===== src/rtl/lpc_io_target_if.sv =====
// LPC pin and peripheral-side signal bundle for lpc_io_target.
// master: host / peripheral model side; slave: the LPC I/O target.
interface lpc_io_target_if;
   logic        lframe_n;
   logic [3:0]  lad_in;
   logic [3:0]  lad_out;
   logic        lad_oe;
   logic [15:0] addr;
   logic [7:0]  din;
   logic [7:0]  dout;
   logic        io_rden;
   logic        io_wren;
   logic        device_cs;
   logic        lpc_en;

   modport master (
      output lframe_n, lad_in, dout,
      input  lad_out, lad_oe, addr, din, io_rden, io_wren, device_cs, lpc_en
   );

   modport slave (
      input  lframe_n, lad_in, dout,
      output lad_out, lad_oe, addr, din, io_rden, io_wren, device_cs, lpc_en
   );
endinterface


===== src/rtl/lpc_io_target.sv =====
// LPC I/O-cycle target: claims I/O read/write cycles in an 8-byte window at
// BASE_ADDR and converts them into single-byte peripheral strobes.
// Optional LPC_LWAIT_EN: inserts SYNC_WAIT long-wait SYNC nibbles (0110)
// ahead of the ready SYNC (0000).
module lpc_io_target #(
   parameter logic [15:0] BASE_ADDR = 16'h03F8,
   parameter int unsigned SYNC_WAIT = 2
) (
   input  logic           lclk,
   input  logic           lreset_n,
   lpc_io_target_if.slave bus
);

   typedef enum logic [2:0] {
      S_IDLE, S_CYCTYPE, S_ADDR, S_WDATA, S_HTAR, S_SYNC, S_RDATA, S_PTAR
   } state_t;

   state_t      state, state_nx;
   logic [7:0]  cnt, cnt_nx;
   logic        is_wr, is_wr_nx;
   logic [11:0] addr_sr, addr_sr_nx;
   logic [7:0]  rdata, rdata_nx;
   logic [15:0] full_addr, offset;
   logic        sync_done;

   logic [3:0]  lad_out, lad_out_nx;
   logic        lad_oe, lad_oe_nx;
   logic [15:0] addr, addr_nx;
   logic [7:0]  din, din_nx;
   logic        io_rden, io_rden_nx;
   logic        io_wren, io_wren_nx;
   logic        device_cs, device_cs_nx;
   logic        lpc_en, lpc_en_nx;

`ifndef LPC_LWAIT_EN
   logic unused_sync_wait;
   assign unused_sync_wait = ^SYNC_WAIT;
`endif

   // Address as it will stand once the current nibble is shifted in.
   assign full_addr = {addr_sr, bus.lad_in};
   assign offset    = full_addr - BASE_ADDR;

   assign bus.lad_out   = lad_out;
   assign bus.lad_oe    = lad_oe;
   assign bus.addr      = addr;
   assign bus.din       = din;
   assign bus.io_rden   = io_rden;
   assign bus.io_wren   = io_wren;
   assign bus.device_cs = device_cs;
   assign bus.lpc_en    = lpc_en;

   // State and registered outputs.
   always_ff @(posedge lclk or negedge lreset_n) begin
      if (!lreset_n) begin
         state     <= S_IDLE;
         cnt       <= '0;
         is_wr     <= 1'b0;
         addr_sr   <= '0;
         rdata     <= '0;
         lad_out   <= '1;
         lad_oe    <= 1'b0;
         addr      <= '0;
         din       <= '0;
         io_rden   <= 1'b0;
         io_wren   <= 1'b0;
         device_cs <= 1'b0;
         lpc_en    <= 1'b0;
      end else begin
         state     <= state_nx;
         cnt       <= cnt_nx;
         is_wr     <= is_wr_nx;
         addr_sr   <= addr_sr_nx;
         rdata     <= rdata_nx;
         lad_out   <= lad_out_nx;
         lad_oe    <= lad_oe_nx;
         addr      <= addr_nx;
         din       <= din_nx;
         io_rden   <= io_rden_nx;
         io_wren   <= io_wren_nx;
         device_cs <= device_cs_nx;
         lpc_en    <= lpc_en_nx;
      end
   end

   // Next state plus next output values; outputs are computed one cycle
   // ahead so every pin-facing signal comes straight from a flop.
   always_comb begin
      state_nx     = state;
      cnt_nx       = cnt;
      is_wr_nx     = is_wr;
      addr_sr_nx   = addr_sr;
      rdata_nx     = rdata;
      lad_out_nx   = lad_out;
      lad_oe_nx    = lad_oe;
      addr_nx      = addr;
      din_nx       = din;
      io_rden_nx   = 1'b0;
      io_wren_nx   = 1'b0;
      device_cs_nx = device_cs;
      lpc_en_nx    = lpc_en;
      sync_done    = 1'b0;

      if (!bus.lframe_n) begin
         // START (or abort of a cycle in progress): release the bus, drop
         // the claim and look for a fresh start code.
         state_nx     = (bus.lad_in == 4'b0000) ? S_CYCTYPE : S_IDLE;
         cnt_nx       = '0;
         lad_oe_nx    = 1'b0;
         lad_out_nx   = '1;
         device_cs_nx = 1'b0;
         lpc_en_nx    = 1'b0;
      end else begin
         unique case (state)
            S_IDLE: ;
            S_CYCTYPE: begin
               cnt_nx = '0;
               if (bus.lad_in[3:1] == 3'b000) begin
                  is_wr_nx = 1'b0;
                  state_nx = S_ADDR;
               end else if (bus.lad_in[3:1] == 3'b001) begin
                  is_wr_nx = 1'b1;
                  state_nx = S_ADDR;
               end else begin
                  state_nx = S_IDLE;
               end
            end
            S_ADDR: begin
               addr_sr_nx = {addr_sr[7:0], bus.lad_in};
               if (cnt == 8'd3) begin
                  cnt_nx = '0;
                  if (offset[15:3] == '0) begin
                     device_cs_nx = 1'b1;
                     lpc_en_nx    = 1'b1;
                     addr_nx      = {13'b0, offset[2:0]};
                     state_nx     = is_wr ? S_WDATA : S_HTAR;
                  end else begin
                     state_nx = S_IDLE;
                  end
               end else begin
                  cnt_nx = cnt + 8'd1;
               end
            end
            S_WDATA: begin
               if (cnt == 8'd0) begin
                  din_nx[3:0] = bus.lad_in;
                  cnt_nx      = 8'd1;
               end else begin
                  din_nx[7:4] = bus.lad_in;
                  cnt_nx      = '0;
                  state_nx    = S_HTAR;
               end
            end
            S_HTAR: begin
               if (cnt == 8'd0) begin
                  cnt_nx     = 8'd1;
                  io_rden_nx = !is_wr;
               end else begin
                  cnt_nx    = '0;
                  state_nx  = S_SYNC;
                  lad_oe_nx = 1'b1;
`ifdef LPC_LWAIT_EN
                  if (SYNC_WAIT != 0) begin
                     lad_out_nx = 4'b0110;
                  end else begin
                     lad_out_nx = 4'b0000;
                     io_wren_nx = is_wr;
                  end
`else
                  lad_out_nx = 4'b0000;
                  io_wren_nx = is_wr;
`endif
               end
            end
            S_SYNC: begin
`ifdef LPC_LWAIT_EN
               // cnt counts long-wait nibbles already on the bus; the ready
               // SYNC (and the write strobe) follows the last of them.
               if (32'(cnt) < SYNC_WAIT) begin
                  cnt_nx = cnt + 8'd1;
                  if (32'(cnt) + 32'd1 < SYNC_WAIT) begin
                     lad_out_nx = 4'b0110;
                  end else begin
                     lad_out_nx = 4'b0000;
                     io_wren_nx = is_wr;
                  end
               end else begin
                  sync_done = 1'b1;
               end
`else
               sync_done = 1'b1;
`endif
               if (sync_done) begin
                  cnt_nx = '0;
                  if (is_wr) begin
                     state_nx   = S_PTAR;
                     lad_out_nx = 4'b1111;
                  end else begin
                     state_nx   = S_RDATA;
                     rdata_nx   = bus.dout;
                     lad_out_nx = bus.dout[3:0];
                  end
               end
            end
            S_RDATA: begin
               if (cnt == 8'd0) begin
                  cnt_nx     = 8'd1;
                  lad_out_nx = rdata[7:4];
               end else begin
                  cnt_nx     = '0;
                  state_nx   = S_PTAR;
                  lad_out_nx = 4'b1111;
               end
            end
            S_PTAR: begin
               if (cnt == 8'd0) begin
                  cnt_nx    = 8'd1;
                  lad_oe_nx = 1'b0;
               end else begin
                  cnt_nx       = '0;
                  state_nx     = S_IDLE;
                  device_cs_nx = 1'b0;
                  lpc_en_nx    = 1'b0;
               end
            end
            default: state_nx = S_IDLE;
         endcase
      end
   end

endmodule


===== src/flat_wrapper.sv =====
// flat-port wrapper written by rule: the top's interface ports become plain ports
module lpc_io_target_flat 
#(
   parameter logic [15:0] BASE_ADDR = 16'h03F8,
   parameter int unsigned SYNC_WAIT = 2
)
  (lclk, lreset_n, bus_lframe_n, bus_lad_in, bus_dout, bus_lad_out, bus_lad_oe, bus_addr, bus_din, bus_io_rden, bus_io_wren, bus_device_cs, bus_lpc_en);
  lpc_io_target_if bus_i ();
  input  logic lclk;
  input  logic lreset_n;
  input wire logic [$bits(bus_i.lframe_n)-1:0] bus_lframe_n;
  input wire logic [$bits(bus_i.lad_in)-1:0] bus_lad_in;
  input wire logic [$bits(bus_i.dout)-1:0] bus_dout;
  output wire logic [$bits(bus_i.lad_out)-1:0] bus_lad_out;
  output wire logic [$bits(bus_i.lad_oe)-1:0] bus_lad_oe;
  output wire logic [$bits(bus_i.addr)-1:0] bus_addr;
  output wire logic [$bits(bus_i.din)-1:0] bus_din;
  output wire logic [$bits(bus_i.io_rden)-1:0] bus_io_rden;
  output wire logic [$bits(bus_i.io_wren)-1:0] bus_io_wren;
  output wire logic [$bits(bus_i.device_cs)-1:0] bus_device_cs;
  output wire logic [$bits(bus_i.lpc_en)-1:0] bus_lpc_en;
  assign bus_i.lframe_n = bus_lframe_n;
  assign bus_i.lad_in = bus_lad_in;
  assign bus_i.dout = bus_dout;
  assign bus_lad_out = bus_i.lad_out;
  assign bus_lad_oe = bus_i.lad_oe;
  assign bus_addr = bus_i.addr;
  assign bus_din = bus_i.din;
  assign bus_io_rden = bus_i.io_rden;
  assign bus_io_wren = bus_i.io_wren;
  assign bus_device_cs = bus_i.device_cs;
  assign bus_lpc_en = bus_i.lpc_en;
  lpc_io_target #(.BASE_ADDR(BASE_ADDR), .SYNC_WAIT(SYNC_WAIT)) u_core (.lclk(lclk), .lreset_n(lreset_n), .bus(bus_i));
endmodule

===== config.mk =====
export PLATFORM = sky130hd
export DESIGN_NAME = lpc_io_target_flat
export DESIGN_NICKNAME = d
export VERILOG_FILES = /design/src/rtl/lpc_io_target_if.sv /design/src/rtl/lpc_io_target.sv /design/src/flat_wrapper.sv
export SDC_FILE = /design/constraint.sdc
export NUM_CORES = 1
export LEC_CHECK = 0
export BUFFER_PORTS_ARGS = -buffer_cell sky130_fd_sc_hd__buf_2
export CORE_ASPECT_RATIO = 1.25
export CORE_MARGIN = 5
export CORE_UTILIZATION = 50
export CTS_BUF_LIST = sky130_fd_sc_hd__clkbuf_16
export CTS_CLUSTER_DIAMETER = 40
export DETAILED_ROUTE_END_ITERATION = 12
export PLACE_DENSITY = 0.74
export REMOVE_ABC_BUFFERS = 1
export SLEW_MARGIN = 20
export SYNTH_ARGS = -nofsm -noshare
export SYNTH_HDL_FRONTEND = slang
export SYNTH_SLANG_ARGS = --single-unit

===== constraint.sdc =====
create_clock -name lclk -period 2.56 [get_ports lclk]
set_input_delay 0.128 -clock lclk [delete_from_list [all_inputs] [get_ports lclk]]
set_output_delay 0.128 -clock lclk [all_outputs]
set_load 0.1 [all_outputs]

### After elaboration in Yosys (flattened, before gate mapping)

Index checks and enable logic that the tools add are counted.

| word-level totals | value |
|---|---|
| flip-flop bits (word level) | 51 |
| input bits | 15 |
| output and inout bits | 33 |

| cells by class | value |
|---|---|
| add/subtract/negate cells | 2 |
| eq/ne operators | 21 |
| mux-type cells | 39 |
| bitwise gates (word level) | 2 |
| reductions and logical operators | 18 |

Operators with widths:

| cell | number |
|---|---|
| $mux 3 | 9 |
| $pmux 8 s3 | 1 |
| $pmux 3 s7 | 1 |
| $mux 1 | 18 |
| $mux 4 | 4 |
| $mux 8 | 2 |
| $sub 16x10->16 const B | 1 |
| $reduce_and 3->1 | 5 |
| $logic_not 13->1 | 1 |
| $eq 3x3->1 const B | 4 |
| $ne 3x3->1 const B | 4 |
| $pmux 4 s3 | 1 |
| $ne 3x2->1 const B | 3 |
| $add 8x1->8 const B | 1 |
| $eq 8x2->1 const B | 1 |
| $logic_not 8->1 | 1 |
| $ne 8x1->1 const B | 1 |
| $reduce_and 4->1 | 2 |
| $eq 3x1->1 const B | 2 |
| $eq 3x2->1 const B | 2 |
| $ne 3x1->1 const B | 2 |
| $reduce_and 6->1 | 1 |
| $logic_not 4->1 | 1 |
| $ne 4x1->1 const B | 1 |
| 10 further kinds | 13 |

### Logic depth before layout (Yosys ltp)

| logic depth | value |
|---|---|
| word-level depth | 6 |
| depth in mapped cells | 7 |

### Worst setup path after synthesis

No wires, ideal clock.

| timing path | value |
|---|---|
| kind | register to register |
| start | register u_core.cnt[0] |
| end | register u_core.din[4], in the netlist u_core.bus.din[4] |
| arrival | 1.816 ns |
| required time | 2.435 ns |
| slack | 0.619 ns |
| cell stages (with the launch flop) | 8 |
| path through | dfrtp_1 inv_1 ha_1 or3b_2 buf_2 nor2_2 nor3_1 mux2_2 |

| on the way | value |
|---|---|
| word-level cells in the longest chain between the ends | 3 |

RTL lines:

| element | RTL line | source |
|---|---|---|
| start: declaration | lpc_io_target.sv:19 | `logic [7:0] cnt, cnt_nx;` |
| start signal: assignment | lpc_io_target.sv:71 | `cnt <= cnt_nx;` |
| $logic_not 8->1 | lpc_io_target.sv:145 | `if (cnt == 8'd0) begin` |
| $not 1->1 (no line) | - |  |
| $reduce_and 3->1 (no line) | - |  |
| end signal: assignment | lpc_io_target.sv:78 | `din <= din_nx;` |
| end: declaration | lpc_io_target.sv:29 | `logic [7:0] din, din_nx;` |

No other way between the ends.
A chain may end at the register's enable or synchronous reset.

### Final worst setup path

| timing path | value |
|---|---|
| start | register u_core.cnt[0] |
| end | register u_core.din[6], in the netlist u_core.bus.din[6] |

Same word-level chain as after synthesis.

==> results.tsv <==
stage	metric	value	unit
sta	worst-margin pin slew	630.3	ps
cts	buffers from clock root to sink, at most	2	
synthesis	register area share after synthesis	48.94	%
cts	Worst-path clk slew	60	ps
sta	Final Max Tran Viols	0	
power	power per cell area	1226	nW/um^2
synthesis	Synth Register Bits	47	
die	Initial Utilization	51.41	%
die	Core ar.	4695	sq um
layout	Layout Area Growth over Synthesis	15.60	%
die	IO Count	48	
power	Peak VDD IR	870.8	uV
layout	Final nets	269	
synthesis	ys async rst share	100.0	%
outcome	status	finished clean	
critical_path	CP max FO	9	
drt	DRT iter0 DRCs	103	
power	Leak Pwr	1.297	nW
global_routing	largest net degree at the start of global routing	48	
drt	Vias/cell	5.588	
cts	total CTS buffers	5	
layout	final std cells w/o fill	313	
worst_hold_path	hold crit path type	in -> reg	
place	I/O Buffers	34	
place	routability-driven placement congestion ratio	0.8600	
cts	CTS tree	done	
flow_run	max-cap violation count	0	
layout	n_diodes	0	
layout	finished layout cell area	2790	sq um
synthesis	mean post-synth cell area	11.12	sq um
cts	H-tree Lvls	2	
die	chip width	72.14	um
sta	RSZ-0062 raised after global routing	false	
critical_path	CP arrival	2290	ps
drt	DRT Pass-1 Iters	4	
sta	slew margin rel.	57.59	%
place	Cells after DPL	304	
sta	Fin. Hold Viols	0	
sta	Max Fclk	0.4712	GHz
die	die area	6325	sq um
die	die height	87.68	um
drt	DRC	0	
cts	post-cts sizing count	0	
synthesis	Synth area leader	dfrtp_1	
sta	Worst Clk Skew	6.237	ps
layout	fillers	424	
sta	final setup fails	0	
critical_path	Critical Path RT	2720	ps
synthesis	EDFF count, synth	0	
synthesis	main flop type after synthesis	dfrtp_1	
cts	CTS root buffer	clkbuf_16	
drt	WL/cell	15.32	um
synthesis	top cells by area, synth	dfrtp_1 45%, mux2_2 15%, buf_4 4.4%	
place	cell area after placement	2585	sq um
place	post-detail-place hpwl	3.551	mm
drt	Antenna Nets Post-Route	0	
synthesis	Yosys cell types	43	
global_routing	first-pass GRT wire length	8.328	mm
sta	Final min period	2122	ps
cts	clk_lat worst skew	280	ps
sta	crit share post-route	82.89	%
cts	postcts setup bufs	0	
drt	WL final	4.794	mm
global_routing	antenna violations before repair	0	
layout	layout cells sized above 1	35.18	%
critical_path	Worst setup EP type	register	
synthesis	share of the synthesized area in the top cell type	44.58	%
synthesis	post-synthesis cell area	2414	sq um
global_routing	grt total ovfl	0	
drt	Vias	1749	
synthesis	Synth Instances	217	
die	Rows	28	
critical_path	WS Path Type	reg -> reg	
critical_path	CP Launch Type	register	
cts	Sink Count	47	
global_routing	number of global-route vias before repair	1737	
global_routing	Tot GR Track Use	16.63	%
sta	Fin Hold WS	80.57	ps
sta	TNS Setup	0	ps
synthesis	warnings from Yosys	0	
## layout make-up
cell class                      count  area, sq um  area share, %
Clock buffer                        5        125.1          4.484
Clock inverter                      3        67.56          2.422
Inverter                            5        18.77         0.6726
Multi-Input combinational cell    153         1102          39.51
Sequential cell                    47         1181          42.33
Tap cell                           60        75.07          2.691
Timing Repair Buffer               40        220.2          7.892
## sequential cells by signal (all words and copies together) (netlist names)
signal	count
u_core.addr_sr	12
u_core.bus.addr	3
u_core.bus.din	8
u_core.bus.lad_out	4
u_core.bus.lpc_en	1
u_core.bus.io_rden	1
u_core.bus.io_wren	1
u_core.is_wr	1
u_core.state	3
u_core.bus.lad_oe	1
u_core.rdata	4
u_core.cnt	8
## cell families after synthesis
family	count (synthesis)	share of synthesized area, %
DFF	47	48.94
other	1	0.1554
xor gates and xnor gates	6	2.177
buffers and inverters	29	7.257
AOI/OAI and AO/OA	26	7.569
adders and majority gates	2	1.037
muxes	33	15.34
and+or+nand+nor	73	17.52
## what timing repair did
| action | CTS | global route |
|---|---|---|
| setup endpoints to repair | 0 | 0 |
| endpoints found under the hold margin | 0 | 43 |
| hold buffers | 0 | 1 |
## metrics by stage
step           util [%]  worst slack (ps)  power [mW]
6_report          59.44             437.9       3.421
2_1_floorplan         -             25.66       2.288
3_5_place_dp      55.06             437.4       2.602
3_3_place_gp      55.06             471.6       2.575
5_1_grt           59.44             359.4       3.597
4_1_cts           59.17             438.1       3.441
## path summary, 6_finish.rpt
kind,from,to,slack (ps),cells after the start
setup / recovery,u_core.cnt[0],u_core.bus.din[6],440,6
hold / removal,bus_dout[5],u_core.rdata[5],80,2
setup reg to reg,u_core.cnt[0],u_core.bus.din[6],440,6
hold reg to reg,u_core.addr_sr[9],u_core.addr_sr[9],510,1
max in group asynchronous,lreset_n,u_core.bus.lad_out[3],1770,2
min in group asynchronous,lreset_n,u_core.bus.addr[0],400,2
## synth_stat cells (2+ instances only)
cell type  instances
dfrtp_1           43
nand4_1            4
a21oi_1            6
buf_2              5
nor2b_1            4
o221ai_1           4
nand2_1           10
mux2_2            32
clkbuf_1           4
nor4_1             5
nor3_1             9
or3b_2             2
xnor2_1            4
inv_1              5
xor2_1             2
buf_4             14
o21ai_0            6
nand3_1            6
nand3b_1           2
a41oi_1            2
nor4_4             2
ha_1               2
dfstp_2            4
nand2b_1           4
and3_1             2
nor2_1            16
or4_1              2
## power breakdown
| part | switching [mW] | leakage [nW] | internal, mW |
|---|---|---|---|
| Sequential | 0.188 | 0.613 | 0.968 |
| Clock | 0.261 | 0.0900 | 0.559 |
| Combinational | 1.02 | 0.594 | 0.422 |
| Total | 1.47 | 1.30 | 1.95 |
## routing by layer
metal / up-vias / global-route usage (%) / share of wire, %
li1: 821 / - / -
met1: 864 / 21.16 / 41
met2: 55 / 27.09 / 52
met3: 9 / 3.789 / 5.6
met4: 0 / 7.179 / 1.4
met5: - / 0 / 0
## worst max-delay path, cell delays in order (launching register included)
cell     delay, ps
dfrtp_1        420
inv_1           80
ha_1           210
or3b_2         320
nor2_2          90
nor3_1         480
mux2_2         400
## cell usage in the layout (no fill, tap or decap), types with 2 or more instances in the layout
cell type and n:
nand3b_1 2, nor3_1 9, buf_4 6, buf_2 33, bufinv_16 2, a21oi_1 6, nor4_4 2, dfrtp_1 43
nand2_1 10, mux2_2 32, xor2_1 2, nand4_1 4, nand3_1 6, dfstp_2 4, nand2b_1 4, ha_1 2
or4_1 2, a41oi_1 2, nor2_1 16, or3b_2 2, inv_1 5, and3_1 2, nor4_1 5, clkbuf_16 5
conb_1 13, xnor2_1 4, nor2b_1 4, o221ai_1 4, o21ai_0 6
(Power assumes the default switching activity.)
